[src/rtl/fp_div_seq.sv]
// rtl/fp_div_seq.sv - sequenced single-precision divider computing a * (1/b)
//
// Computes a / b in two steps over one external reciprocal unit and one
// external FP multiplier, each treated as a multicycle combinational path.
//
// Ports:
//   clk, rst_n            clock, asynchronous active-low reset
//   flush                 synchronous abort of any in-flight operation
//   in_valid/in_ready     operand handshake; in_a dividend, in_b divisor
//   out_valid/out_ready   result handshake; out_bits quotient, out_flags
//                         merged exception flags {NV, DZ, OF, UF, NX}
//   busy                  high whenever an operation is in flight or held
//   recip_in/recip_out    operand to / result from the reciprocal unit
//   recip_flags           reciprocal-unit exception flags
//   mul_a/mul_b/mul_out   operands to / product from the multiplier
//   mul_flags             multiplier exception flags
module fp_div_seq #(
  parameter int RECIP_CYCLES = 2,
  parameter int MUL_CYCLES   = 1,
  parameter int CNT_W        = 4
) (
  input  logic        clk,
  input  logic        rst_n,
  input  logic        flush,
  input  logic        in_valid,
  output logic        in_ready,
  input  logic [31:0] in_a,
  input  logic [31:0] in_b,
  output logic        out_valid,
  input  logic        out_ready,
  output logic [31:0] out_bits,
  output logic [4:0]  out_flags,
  output logic        busy,
  output logic [31:0] recip_in,
  input  logic [31:0] recip_out,
  input  logic [4:0]  recip_flags,
  output logic [31:0] mul_a,
  output logic [31:0] mul_b,
  input  logic [31:0] mul_out,
  input  logic [4:0]  mul_flags
);

  // Flag bit positions
  localparam int F_INEXACT        = 0;
  localparam int F_UNDERFLOW      = 1;
  localparam int F_OVERFLOW       = 2;
  localparam int F_DIVIDE_BY_ZERO = 3;
  localparam int F_INVALID        = 4;

  localparam logic [CNT_W-1:0] RECIP_LOAD = CNT_W'(RECIP_CYCLES - 1);
  localparam logic [CNT_W-1:0] MUL_LOAD   = CNT_W'(MUL_CYCLES - 1);

  typedef enum logic [1:0] {IDLE, RECIP, MUL, DONE} state_t;

  state_t             state, state_nxt;
  logic [CNT_W-1:0]   cnt, cnt_nxt;
  logic [31:0]        a_reg, a_nxt;
  logic [31:0]        b_reg, b_nxt;
  logic [31:0]        r_reg, r_nxt;
  logic [4:0]         rf_reg, rf_nxt;
  logic [31:0]        res_bits, res_bits_nxt;
  logic [4:0]         res_flags, res_flags_nxt;

  // 0/0 reports invalid only; x/0 is an exact infinity even if the
  // multiply step reported rounding on the infinite operand.
  function automatic logic [4:0] merge_flags(input logic [4:0] rf, input logic [4:0] mf);
    logic [4:0] m;
    m = rf | mf;
    if (m[F_INVALID])         m[F_DIVIDE_BY_ZERO] = 1'b0;
    if (rf[F_DIVIDE_BY_ZERO]) m[F_INEXACT]        = 1'b0;
    return m;
  endfunction

  always_comb begin
    state_nxt     = state;
    cnt_nxt       = cnt;
    a_nxt         = a_reg;
    b_nxt         = b_reg;
    r_nxt         = r_reg;
    rf_nxt        = rf_reg;
    res_bits_nxt  = res_bits;
    res_flags_nxt = res_flags;
    if (flush) begin
      state_nxt = IDLE;
      cnt_nxt   = '0;
    end else begin
      case (state)
        IDLE: begin
          if (in_valid) begin
            a_nxt     = in_a;
            b_nxt     = in_b;
            cnt_nxt   = RECIP_LOAD;
            state_nxt = RECIP;
          end
        end
        RECIP: begin
          if (cnt != '0) begin
            cnt_nxt = cnt - 1'b1;
          end else begin
            r_nxt     = recip_out;
            rf_nxt    = recip_flags;
            cnt_nxt   = MUL_LOAD;
            state_nxt = MUL;
          end
        end
        MUL: begin
          if (cnt != '0) begin
            cnt_nxt = cnt - 1'b1;
          end else begin
            res_bits_nxt  = mul_out;
            res_flags_nxt = merge_flags(rf_reg, mul_flags);
            state_nxt     = DONE;
          end
        end
        DONE: begin
          if (out_ready) state_nxt = IDLE;
        end
        default: state_nxt = IDLE;
      endcase
    end
  end

  always_ff @(posedge clk or negedge rst_n) begin
    if (!rst_n) begin
      state     <= IDLE;
      cnt       <= '0;
      a_reg     <= '0;
      b_reg     <= '0;
      r_reg     <= '0;
      rf_reg    <= '0;
      res_bits  <= '0;
      res_flags <= '0;
    end else begin
      state     <= state_nxt;
      cnt       <= cnt_nxt;
      a_reg     <= a_nxt;
      b_reg     <= b_nxt;
      r_reg     <= r_nxt;
      rf_reg    <= rf_nxt;
      res_bits  <= res_bits_nxt;
      res_flags <= res_flags_nxt;
    end
  end

  assign in_ready  = (state == IDLE);
  assign out_valid = (state == DONE);
  assign busy      = (state != IDLE);
  assign out_bits  = res_bits;
  assign out_flags = res_flags;
  assign recip_in  = b_reg;
  assign mul_a     = a_reg;
  assign mul_b     = r_reg;

endmodule

[config.mk]
export PLATFORM = sky130hd
export DESIGN_NAME = fp_div_seq
export DESIGN_NICKNAME = d
export VERILOG_FILES = /design/src/rtl/fp_div_seq.sv
export SDC_FILE = /design/constraint.sdc
export NUM_CORES = 1
export LEC_CHECK = 0
export ABC_AREA = 1
export CAP_MARGIN = 40
export CORE_AREA = 4 4 134 136
export DETAILED_ROUTE_END_ITERATION = 12
export DIE_AREA = 0 0 138 140
export HOLD_SLACK_MARGIN = 0.06
export PLACE_DENSITY = 0.68
export SYNTH_ARGS = -nofsm -noshare
export SYNTH_HDL_FRONTEND = slang
export SYNTH_SLANG_ARGS = --single-unit
[constraint.sdc]
create_clock -name clk -period 2.07 [get_ports clk]
set_input_delay 0.414 -clock clk [delete_from_list [all_inputs] [get_ports clk]]
set_output_delay 0.414 -clock clk [all_outputs]
set_load 0.05 [all_outputs]
==> results.ini, run 1 <==
[yosys]
synthFlopType = dfrtp_1
synth-simple-area-share_pct = 12.9
synth_seq_cells = 144
yosysSeqAreaShare_pct = 62.1
synth-xor-area-share_pct = 0.151
syn-num-nets = 672
synth-compound-area-share_pct = 4.19
syn_avg_cell_area_um2 = 11.1
netlist_area_um2 = 5800
synth-edff-count = 0
synth_mux_area_share_pct = 12.8
yosys_warnings = 0
syn_inst = 523
ys_async_sr_fraction_pct = 100
synth_top_family_by_area = simple AND/OR/NAND/NOR gates
ys_types = 23
synth_adder_area_share_pct = 1.29

[detailed_routing]
drt_wl_total_mm = 15.6
drcViolationCount = 0
drtPass1Iterations = 4
vias = 4541
wl_per_cell_um = 14.8
avgViaCountPerCell = 4.32
antenna_left = 0
drt_iter0_drc = 115

[global_route]
top_usage_layer = met2
grtUsageMet1_pct = 19.4
grt_pass1_wl_mm = 25.1
grt_antenna_before_repair = 0
grt.met2_usage_pct = 26.7
overflow = 0
groute.usage.overall_pct = 16.3
grt_max_degree = 75
gr-usage-met3_pct = 6.25
grt_pass1_vias = 4583

[floorplan]
initial_core_util_pct = 34.2
dieArea_um2 = 19300
fp.dieH_um = 140
io_pins = 279
coreArea_um2 = 16900
std_cell_rows = 48
die_w_um = 138

[pwr]
p_leak_nw = 4.44
power_density_nw_per_um2 = 1830
vdd_drop_max_uv = 988

[worst_setup_path]
path_max_fanout = 2
cpPeakStageDelay_ps = 850
crit_chain = clkdlybuf4s50_1
worstSetupEndpointType = output pin
cp_top_family = buffers and inverters
startpoint_type = register
path_buf_inv = 1
critPathSlowestCell = clkdlybuf4s50_1
worst_ep_arrival_time_ps = 1600
crit_required_ps = 1660
crit_type = register to output pin

[finish]
layout_commonest_cell = clkdlybuf4s50_1
diodes = 0
final_cell_mix = 268 x clkdlybuf4s50_1, 165 x nand2_1, 144 x dfrtp_1, 59 x mux2_2, 50 x inv_1
syn_to_final_growth_pct = 62.8
stdcell_count = 1051
fill_cells = 1487
finalNetCount = 962
utilization_pct = 55.7
drive_gt1_share_pct = 14.5
final_cell_area_um2 = 9440

[placement]
place_ws_ps = 129
place_congestion = 0.767
port_buffers = 278
dpl_cell_area_um2 = 8860
dp.cells = 1016
hpwl_mm = 11.7

[cts]
path_clk_slew_ps = 60
cts_tree = yes
cts_buffer_depth = 2
clk_latency_ps = 410
cts-root-buf = clkbuf_16
cts_max_level = 4
cts_sinks = 144
numCtsBuffers = 17

[timing]
slew_violations = 0
min_period_ps = 2020
fin_skew_ps = 8.66
hold_viol_final = 0
max_slew.worst_pin.slew_ps = 580
fmax_mhz = 495
finalCritPeriodShare_pct = 97.5
timing.final.ws_setup_ps = 51.4
slew_headroom_pct = 61.2
finalSetupTns_ps = 0
setup_violations = 0
grt_setup_unrepaired = no

[flow_run]
cap_viol_max_count = 0

[hold_path]
hold_class = input pin to asynchronous set/reset pin

[status]
outcome = finished clean

## cells in the mapped netlist (3+ instances only)
library cell,instances,share of area [%]
o21ai_1,4,0.35
buf_6,10,1.9
dfrtp_1,144,62
nand3_1,9,0.78
nand2_1,165,11
buf_2,7,0.60
mux2_4,5,1.3
inv_1,50,3.2
nor2_1,9,0.58
o21ai_0,42,3.6
mux2_2,59,11
ha_1,6,1.3
clkbuf_8,3,0.71
## final cells by class
cell class	count	area (µm²)	area share, %
Multi-Input combinational cell	307	1820	19.2
Tap cell	225	282	2.98
Inverter	51	191	2.03
Timing Repair Buffer	292	3000	31.8
Clock buffer	19	433	4.59
Sequential cell	144	3600	38.2
Clock inverter	13	113	1.19
## metrics by stage
step / power (mW) / hold WS (ps)
after floorplan: 11.1 / 118
after global placement: 14.5 / 339
after detailed placement: 14.6 / 333
after CTS: 17.5 / 444
after global routing: 18.2 / 486
final: 17.3 / 458
## layer usage
metal | vias up | part of all wire [%] | wire length, µm
li1 | 2241 | - | -
met1 | 2082 | 43 | 6620
met2 | 187 | 47 | 7290
met3 | 31 | 8.1 | 1260
met4 | 0 | 2.5 | 392
met5 | - | 0 | 0
## path summary, 6_finish.rpt
kind                       slack [ps]  cells after the start      endpoint          from
max                                50                      1  out_bits[12]  out_bits[12]
min in group clk                  460                      2  out_bits[11]  out_bits[11]
max in group asynchronous         970                      3     mul_b[23]         rst_n
max reg2reg                       430                      5     mul_a[30]      state[1]
min                               460                      2      mul_a[8]         rst_n
min reg2reg                       460                      2  out_bits[11]  out_bits[11]
## timing repair
| item | CTS | global route |
|---|---|---|
| hold buffers | 1 | 0 |
| resized for setup | 0 | 4 |
| setup buffers | 0 | 2 |
| hold endpoints to repair | 33 | 0 |
| endpoints found under the setup margin | 0 | 5 |
## report_power, final
group / total [mW] / switching, mW / leakage, nW / internal [mW]
Clock: 2.83 / 1.18 / 0.263 / 1.65
Sequential: 4.79 / 0.658 / 1.77 / 4.13
Combinational: 9.68 / 6.26 / 2.40 / 3.42
Total: 17.3 / 8.10 / 4.44 / 9.20
## cell families (layout without fill, tap and decap cells)
logic type | Yosys count | after routing
muxes | 64 | 64
buffers and inverters | 72 | 375
AOI/OAI and AO/OA | 48 | 48
and+or+nand+nor | 188 | 188
DFF | 144 | 144
adders and majority gates | 6 | 6
xor gates and xnor gates | 1 | 1
## worst register-to-register path: stages (launching register included)
cell	delay, ps
dfrtp_1	390
inv_1	70
ha_1	230
nand3_4	200
buf_12	250
mux2_2	380
Note: power is estimated with default switching activity, not from simulation.
==> run 2, diff against run 1 <==
Settings changed: GPL_ROUTABILITY_DRIVEN set to 0.
==> results of run 2 <==
The final DEF is identical to that of run 1; final timing and power are the same.
